==> src/rtl/cpu_pkg.sv <==
// Shared CPU definitions used across decode and fetch.
package cpu_pkg;

    localparam int ADDR_W = 12;
    localparam int INST_W = 19;

    // Next-PC select; the call stack's popAddr feeds the POP leg of the fetch mux.
    typedef enum logic [1:0] {
        PC_PLUS1 = 2'd0,
        ID_NEW   = 2'd1,
        POP      = 2'd2,
        JMP      = 2'd3
    } pc_sel_t;

endpackage

==> src/rtl/call_stack_if.sv <==
// Decode-side handshake for the return-address stack.
interface call_stack_if #(
    parameter int DEPTH  = 8,
    parameter int ADDR_W = 12
);
    localparam int CNT_W = $clog2(DEPTH) + 1;

    logic              stall;
    logic              push;
    logic [ADDR_W-1:0] pushAddr;
    logic              pop;
    logic              clrErr;
    logic [ADDR_W-1:0] popAddr;
    logic              empty;
    logic              full;
    logic [CNT_W-1:0]  count;
    logic              overflow;
    logic              underflow;

    modport master (
        output stall, push, pushAddr, pop, clrErr,
        input  popAddr, empty, full, count, overflow, underflow
    );

    modport slave (
        input  stall, push, pushAddr, pop, clrErr,
        output popAddr, empty, full, count, overflow, underflow
    );
endinterface

==> src/rtl/stack_mem.sv <==
// Return-address storage: one write port, one asynchronous read port, no reset.
module stack_mem #(
    parameter int DEPTH  = 8,
    parameter int ADDR_W = 12
) (
    input  logic                     clk,
    input  logic                     i_we,
    input  logic [$clog2(DEPTH)-1:0] i_waddr,
    input  logic [ADDR_W-1:0]        i_wdata,
    input  logic [$clog2(DEPTH)-1:0] i_raddr,
    output logic [ADDR_W-1:0]        o_rdata
);
    logic [ADDR_W-1:0] r_mem [DEPTH];

    // Write the addressed entry; contents are don't-care until written.
    always_ff @(posedge clk) begin
        if (i_we) begin
            r_mem[i_waddr] <= i_wdata;
        end
    end

    assign o_rdata = r_mem[i_raddr];
endmodule

==> src/rtl/call_stack.sv <==
// Circular return-address stack: oldest entry is dropped on overflow,
// top of stack is presented combinationally from registered state.
module call_stack #(
    parameter int DEPTH  = 8,
    parameter int ADDR_W = cpu_pkg::ADDR_W
) (
    input  logic clk,
    input  logic rst,
    call_stack_if.slave bus
);
    import cpu_pkg::*;

    localparam int PTR_W = $clog2(DEPTH);
    localparam int CNT_W = PTR_W + 1;
    localparam logic [CNT_W-1:0] CNT_FULL = CNT_W'(DEPTH);

    logic [PTR_W-1:0]  r_top;
    logic [PTR_W-1:0]  w_top_next;
    logic [PTR_W-1:0]  w_waddr;
    logic [CNT_W-1:0]  r_count;
    logic [CNT_W-1:0]  w_count_next;
    logic              r_overflow;
    logic              r_underflow;
    logic              w_ovf_set;
    logic              w_unf_set;
    logic              w_we;
    logic              w_empty;
    logic              w_full;
    logic [ADDR_W-1:0] w_rd_data;

    assign w_empty = (r_count == '0);
    assign w_full  = (r_count == CNT_FULL);

    // Decode push/pop into pointer, count, write and error-set actions.
    always_comb begin
        w_top_next   = r_top;
        w_count_next = r_count;
        w_waddr      = r_top;
        w_we         = 1'b0;
        w_ovf_set    = 1'b0;
        w_unf_set    = 1'b0;
        if (!bus.stall) begin
            if (bus.push) begin
                if (bus.pop && !w_empty) begin
                    // Return followed by call: replace the top in place.
                    w_we    = 1'b1;
                    w_waddr = r_top;
                end else begin
                    w_top_next = r_top + PTR_W'(1);
                    w_waddr    = r_top + PTR_W'(1);
                    w_we       = 1'b1;
                    if (w_full) begin
                        w_ovf_set = 1'b1;
                    end else begin
                        w_count_next = r_count + CNT_W'(1);
                    end
                end
            end else if (bus.pop) begin
                if (w_empty) begin
                    w_unf_set = 1'b1;
                end else begin
                    w_top_next   = r_top - PTR_W'(1);
                    w_count_next = r_count - CNT_W'(1);
                end
            end
        end
    end

    // Pointer, count and sticky flags; a new error beats a same-cycle clear.
    always_ff @(posedge clk) begin
        if (!rst) begin
            r_top       <= '0;
            r_count     <= '0;
            r_overflow  <= 1'b0;
            r_underflow <= 1'b0;
        end else begin
            r_top       <= w_top_next;
            r_count     <= w_count_next;
            r_overflow  <= w_ovf_set | (r_overflow  & ~bus.clrErr);
            r_underflow <= w_unf_set | (r_underflow & ~bus.clrErr);
        end
    end

    // Writes are suppressed during reset so a push in that cycle is discarded.
    stack_mem #(
        .DEPTH  (DEPTH),
        .ADDR_W (ADDR_W)
    ) u_mem (
        .clk     (clk),
        .i_we    (w_we & rst),
        .i_waddr (w_waddr),
        .i_wdata (bus.pushAddr),
        .i_raddr (r_top),
        .o_rdata (w_rd_data)
    );

    assign bus.popAddr   = w_empty ? '0 : w_rd_data;
    assign bus.empty     = w_empty;
    assign bus.full      = w_full;
    assign bus.count     = r_count;
    assign bus.overflow  = r_overflow;
    assign bus.underflow = r_underflow;
endmodule

==> src/flat_wrapper.sv <==
// flat-port wrapper written by rule: the top's interface ports become plain ports
module call_stack_flat import cpu_pkg::*;
#(
    parameter int DEPTH  = 8,
    parameter int ADDR_W = cpu_pkg::ADDR_W
)
  (clk, rst, bus_stall, bus_push, bus_pushAddr, bus_pop, bus_clrErr, bus_popAddr, bus_empty, bus_full, bus_count, bus_overflow, bus_underflow);
  call_stack_if #(.DEPTH(DEPTH), .ADDR_W(ADDR_W)) bus_i ();
  input  logic clk;
  input  logic rst;
  input wire logic [$bits(bus_i.stall)-1:0] bus_stall;
  input wire logic [$bits(bus_i.push)-1:0] bus_push;
  input wire logic [$bits(bus_i.pushAddr)-1:0] bus_pushAddr;
  input wire logic [$bits(bus_i.pop)-1:0] bus_pop;
  input wire logic [$bits(bus_i.clrErr)-1:0] bus_clrErr;
  output wire logic [$bits(bus_i.popAddr)-1:0] bus_popAddr;
  output wire logic [$bits(bus_i.empty)-1:0] bus_empty;
  output wire logic [$bits(bus_i.full)-1:0] bus_full;
  output wire logic [$bits(bus_i.count)-1:0] bus_count;
  output wire logic [$bits(bus_i.overflow)-1:0] bus_overflow;
  output wire logic [$bits(bus_i.underflow)-1:0] bus_underflow;
  assign bus_i.stall = bus_stall;
  assign bus_i.push = bus_push;
  assign bus_i.pushAddr = bus_pushAddr;
  assign bus_i.pop = bus_pop;
  assign bus_i.clrErr = bus_clrErr;
  assign bus_popAddr = bus_i.popAddr;
  assign bus_empty = bus_i.empty;
  assign bus_full = bus_i.full;
  assign bus_count = bus_i.count;
  assign bus_overflow = bus_i.overflow;
  assign bus_underflow = bus_i.underflow;
  call_stack #(.DEPTH(DEPTH), .ADDR_W(ADDR_W)) u_core (.clk(clk), .rst(rst), .bus(bus_i));
endmodule
==> config.mk <==
export PLATFORM = sky130hd
export DESIGN_NAME = call_stack_flat
export DESIGN_NICKNAME = d
export VERILOG_FILES = /design/src/rtl/cpu_pkg.sv /design/src/rtl/call_stack_if.sv /design/src/rtl/stack_mem.sv /design/src/rtl/call_stack.sv /design/src/flat_wrapper.sv
export SDC_FILE = /design/constraint.sdc
export NUM_CORES = 1
export LEC_CHECK = 0
export ABC_AREA = 0
export CAP_MARGIN = 30
export CORE_MARGIN = 1
export CORE_UTILIZATION = 40
export CTS_BUF_LIST = sky130_fd_sc_hd__clkbuf_4
export CTS_CLUSTER_DIAMETER = 60
export DETAILED_ROUTE_END_ITERATION = 8
export HOLD_SLACK_MARGIN = 0.05
export PLACE_DENSITY = 0.59
export SLEW_MARGIN = 25
export SYNTH_ARGS = -nofsm -noshare
export SYNTH_HDL_FRONTEND = slang
export SYNTH_SLANG_ARGS = --single-unit
export TNS_END_PERCENT = 100
==> constraint.sdc <==
create_clock -name clk -period 2.4 [get_ports clk]
set_clock_uncertainty 0.05 [all_clocks]
set_input_delay 0.24 -clock clk [delete_from_list [all_inputs] [get_ports clk]]
set_output_delay 0.24 -clock clk [all_outputs]
set_load 0.02 [all_outputs]
# Yosys cells after proc, flatten, opt, wreduce, memory -nomap -nowiden
# Memories as Yosys holds them, arrays and structs flattened. A register that Yosys moved wholly into a read port is not among the register bits.
# Cells that the tools add are included.
op_classes:
  add_sub_neg: 4
  reduce_logical: 6
  muxes: 26
  n_eq_ne: 4
  bitwise: 7
ops:
  columns: ["operator", "count"]
  rows:
  - ["$mux W3", 8]
  - ["$mux W4", 5]
  - ["$mux W1", 12]
  - ["$mux W12", 1]
  - ["$ne A2 B2 Y1 const B", 3]
  - ["$reduce_and A5 Y1", 1]
  - ["$add A4 B1 Y4 const B", 1]
  - ["$eq A4 B4 Y1 const B", 1]
  - ["$logic_not A4 Y1", 1]
  - ["$sub A4 B1 Y4 const B", 1]
  - ["$add A3 B1 Y3 const B", 1]
  - ["$and A1 B1 Y1", 3]
  - ["$reduce_and A3 Y1", 1]
  - ["$sub A3 B1 Y3 const B", 1]
  - ["$not A1 Y1", 2]
  - ["$or A1 B1 Y1", 2]
  - ["$reduce_bool A2 Y1", 1]
  - ["$logic_and A1 B1 Y1", 1]
  - ["$logic_not A1 Y1", 1]
totals:
  in_bits: 18
  ff_bits: 9
  mem_count: 1
  wordCells: 52
  ramBits: 96
  out_inout_bits: 20
mem_list:
  columns: ["name", "words", "width", "read_ports", "rd_ports_with_merged_regs", "wr", "line_no", "source"]
  rows:
  - ["u_core.u_mem.r_mem", 8, 12, 1, 1, 1, "stack_mem.sv:13", "logic [ADDR_W-1:0] r_mem [DEPTH];"]

# Logic depth before layout (Yosys ltp)
depth:
  depth_word: 7
  depth_mapped: 7

# Modules after synthesis
# From an unflattened synthesis, not the netlist that was laid out.
hier_totals:
  cells_unflattened: 242
  area_unflattened_um2: 4491.8
modules_own_cells:
  columns: ["mod", "area_per_inst_um2", "instances", "seq_area_each_um2", "cells_each"]
  rows:
  - ["stack_mem", 3747.3, 1, 2882.8, 152]
  - ["call_stack", 744.5, 1, 180.2, 90]

# Worst setup path before layout
# No wires, ideal clock.
synth_path:
  path_type: "flip-flop to flip-flop"
  from: "register u_core.r_count[0] (netlist: u_core.bus.count[0])"
  to: "memory u_core.u_mem.r_mem[4][0] (enable)"
  setup_time_ns: 0.380
  slack_ns: -0.185
  path_stages_with_launch: 6
  required_ns: 1.970
  t_arrival_ns: 2.154
  n_path_buf: 1
  synth_period_minus_slack_ns: 2.585
  cell_sequence: "dfxtp_1 > buf_6 > o41ai_2 > nand3_1 > xor2_1 > nor2_1"
synth_via:
  elab_chain_len: 6
synth_rtl:
  columns: ["element", "line_no", "source"]
  rows:
  - ["from (decl)", "call_stack.sv:20", "logic [CNT_W-1:0] r_count;"]
  - ["from (signal assigned)", "call_stack.sv:78", "r_count <= w_count_next;"]
  - ["$logic_not A4 Y1", "call_stack.sv:31", "assign w_empty = (r_count == '0);"]
  - ["$logic_not A1 Y1", "call_stack.sv:44", "if (bus.pop && !w_empty) begin"]
  - ["$logic_and A1 B1 Y1", "call_stack.sv:44", null]
  - ["$mux W3", "call_stack.sv:44", null]
  - ["$mux W3", "call_stack.sv:43", "if (bus.push) begin"]
  - ["$mux W3", "call_stack.sv:42", "if (!bus.stall) begin"]
  - ["to (decl)", "stack_mem.sv:13", null]
# No other way between the ends.

==> results.py <==
metrics = {
    "timing": {
        "finalCritPeriodShare": 0.950,
        "period_needed_ns": 2.28,
        "rsz0062_at_grt": "false",
        "holdWs_ns": 0.380,
        "setup_slack_ns": 0.120,
        "finalHoldViolCount": 0,
        "slew_violations": 0,
        "slew_headroom": 0.622,
        "setup_viol": 0,
        "fmax_ghz": 0.439,
        "tightest_slew_ns": 0.564,
    },
    "clock_network": {
        "clk_pin_slew_ns": 0.15,
        "cts_tree": "done",
        "cts_buffer_depth": 2,
        "cts_buffers": 9,
        "insertion_delay_ns": 0.45,
        "clockRootBuffer": "clkbuf_4",
        "cts.htree.levels": 3,
        "clock_sinks": 108,
    },
    "hold_path": {
        "holdCritStartpoint": "bus_clrErr",
        "whs_endpoint": "u_core.bus.underflow",
        "hold_depth": 4,
        "worstHoldPathType": "in -> reg",
    },
    "grt": {
        "met2_usage": 0.243,
        "grt_pass1_vias": 2401,
        "grt_overflow": 0,
        "antenna_found_initial": 0,
        "grt.total_usage": 0.158,
        "grt_max_degree": 25,
        "grt_first_pass_wirelength_um": 13200,
        "met3_usage": 0.0243,
        "use_met1": 0.222,
        "busiest_layer": "met2",
    },
    "critical_path": {
        "end_kind": "primary output",
        "required_ns": 2.11,
        "r2r_cells": 5,
        "critPathLaunchType": "flop",
        "worstSetupPathType": "reg -> out",
        "r2r_end": "u_core.u_mem.r_mem[7][7]",
        "r2r_start": "u_core.bus.count[2]",
        "critPathMaxFanout": 6,
        "reg2reg_slack_ns": 0.16,
        "cp_data_arrival_time_ns": 1.99,
    },
    "routing": {
        "ant_nets": 0,
        "dr.pass1.iters": 4,
        "vias_per_cell": 5.30,
        "drc": 0,
        "drtIter0Drc": 148,
        "wl_um": 8330,
        "vias": 2441,
        "wire_per_inst_um": 18.1,
    },
    "placement": {
        "io_buffers": 37,
        "hpwl_um": 5350,
        "pre_cts_slack_ns": 0.144,
        "gp_congestion": 0.765,
        "dpl_cell_area_um2": 5200,
        "dp.cells": 440,
    },
    "yosys": {
        "postSynth.asyncResetShare": 0,
        "synth_edf_count": 96,
        "ys_ff_latch": 108,
        "syn_inst": 247,
        "syn_area_per_cell_um2": 17.9,
        "synth_top_area_share": 0.651,
        "synth_cell_type_count": 36,
        "syn_nets": 270,
        "netlist_area_um2": 4430,
        "yosys_warnings": 0,
        "yosysTopAreaCell": "edfxtp_1",
        "synth_ff_type": "edfxtp_1",
        "ys_top_cells_by_area": "edfxtp_1 (65%), mux4_2 (12%), dfxtp_1 (5.4%), mux2i_1 (3.2%), nor2_1 (1.7%)",
        "synthTopCellsByCount": "edfxtp_1 (96), mux4_2 (24), nor2_1 (20), mux2i_1 (14), dfxtp_1 (12)",
        "seq_area_frac_synth": 0.705,
        "post-synth-top-count-cell": "edfxtp_1",
    },
    "pwr": {
        "total_power_mw": 3.73,
        "vdd_drop_max_uv": 332,
        "p_leak_nw": 1.77,
        "p_per_area_nw_per_um2": 697,
    },
    "cells_and_area": {
        "drive_above_1_share": 0.283,
        "antennaDiodeCount": 0,
        "layoutNonFillerInstCount": 461,
        "nets": 339,
        "syn_to_final_growth_pct": 21.1,
        "final.fill_count": 908,
        "final_cell_area_um2": 5360,
    },
    "floorplan": {
        "die-area_um2": 11500,
        "pin_count": 38,
        "chipWidth_um": 107,
        "row_count": 38,
        "die_h_um": 107,
        "start_util": 0.410,
        "coreArea_um2": 10800,
    },
    "outcome": {
        "run_status": "complete, no violations",
    },
    "flow_run": {
        "cap_viol_max_count": 0,
    },
}
-- cell type report --
class	instances	area, um^2	share of cell area
inverter	5	18.8	0.00350
clock buffer	10	75.1	0.0140
timing repair buffer	69	664	0.124
tap	140	175	0.0327
multi-input combinational	123	1250	0.234
clock inverter	6	46.3	0.00864
sequential	108	3130	0.584
-- worst max path at each step --
stage | start | endpoint | slack, ns | cells past startpoint
finish | flop | bus_popAddr[10] | 0.12 | 5
global route | u_core.bus.count[2] | u_core.u_mem.r_mem[7][11] | 0.01 | 5
CTS | flop | bus_popAddr[2] | 0.0002 | 6
detailed placement | flop | bus_popAddr[0] | 0.14 | 5
global placement | flop | bus_popAddr[0] | 0.13 | 5
floorplan | u_core.bus.count[0] | u_core.u_mem.r_mem[4][0] | -0.02 | 5
-- sequential cells by signal (all words and copies together), names as in the netlist, named ones only --
register              cells
u_core.bus.overflow       1
u_core.u_mem.r_mem       96
u_core.bus.underflow      1
u_core.r_top              3
u_core.bus.count          4
-- kinds of logic (layout without fill, tap and decap cells) --
logic type,after synthesis,count (layout),share of synthesized area
flip-flops,108,108,0.705
AO/OA/AOI/OAI,23,23,0.0390
adder cells (fa/ha/maj),5,5,0.0158
multiplexers,38,38,0.154
buffers and inverters,16,90,0.0192
AND/OR/NAND/NOR,53,53,0.0588
XOR/XNOR,4,4,0.00792
-- per-stage QoR --
stage          setup TNS [ns]  utilization
6_report                    0        0.497
5_1_grt                     0        0.497
4_1_cts                     0        0.502
3_5_place_dp                0        0.482
3_3_place_gp                0        0.482
2_1_floorplan          -0.950            -
-- report_power, final --
group	leakage (nW)	switching (mW)	internal (mW)
Clock	0.0586	0.592	0.232
Sequential	0.964	0.0335	2.09
Combinational	0.750	0.403	0.382
Total	1.77	1.03	2.71
-- layer usage --
metal	share of wire	vias to the layer above
li1	-	1127
met4	0.023	0
met2	0.47	41
met3	0.023	16
met5	0	-
met1	0.48	1257
-- layout by cell type (no fill, tap or decap), types with 3 or more instances in the layout --
cell	n
a21oi_1	9
and2_1	4
buf_12	7
buf_2	9
buf_4	24
clkbuf_2	3
clkbuf_4	10
clkdlybuf4s50_1	23
clkinvlp_4	3
dfxtp_1	10
edfxtp_1	96
ha_1	4
inv_1	5
mux2i_1	12
mux4_2	24
nand2_1	4
nand3_1	11
nor2_1	20
nor3_1	5
xnor2_1	3
-- worst max-delay path: stages, from the launching register on --
cell and delay, ns:
dfxtp_4 0.41, bufbuf_16 0.28, mux4_2 0.50, mux2i_1 0.16
nor2_1 0.05, buf_2 0.15
-- timing repair --
| item | CTS | global route |
|---|---|---|
| hold buffers | 0 | 0 |
| buffers inserted | 4 | 0 |
| gates resized for setup | 44 | 10 |
| pin swaps | 0 | 0 |
| endpoints found under the setup margin | 13 | 8 |
| gates cloned | 2 | 0 |
No activity file was read; power rests on OpenSTA's default activity.
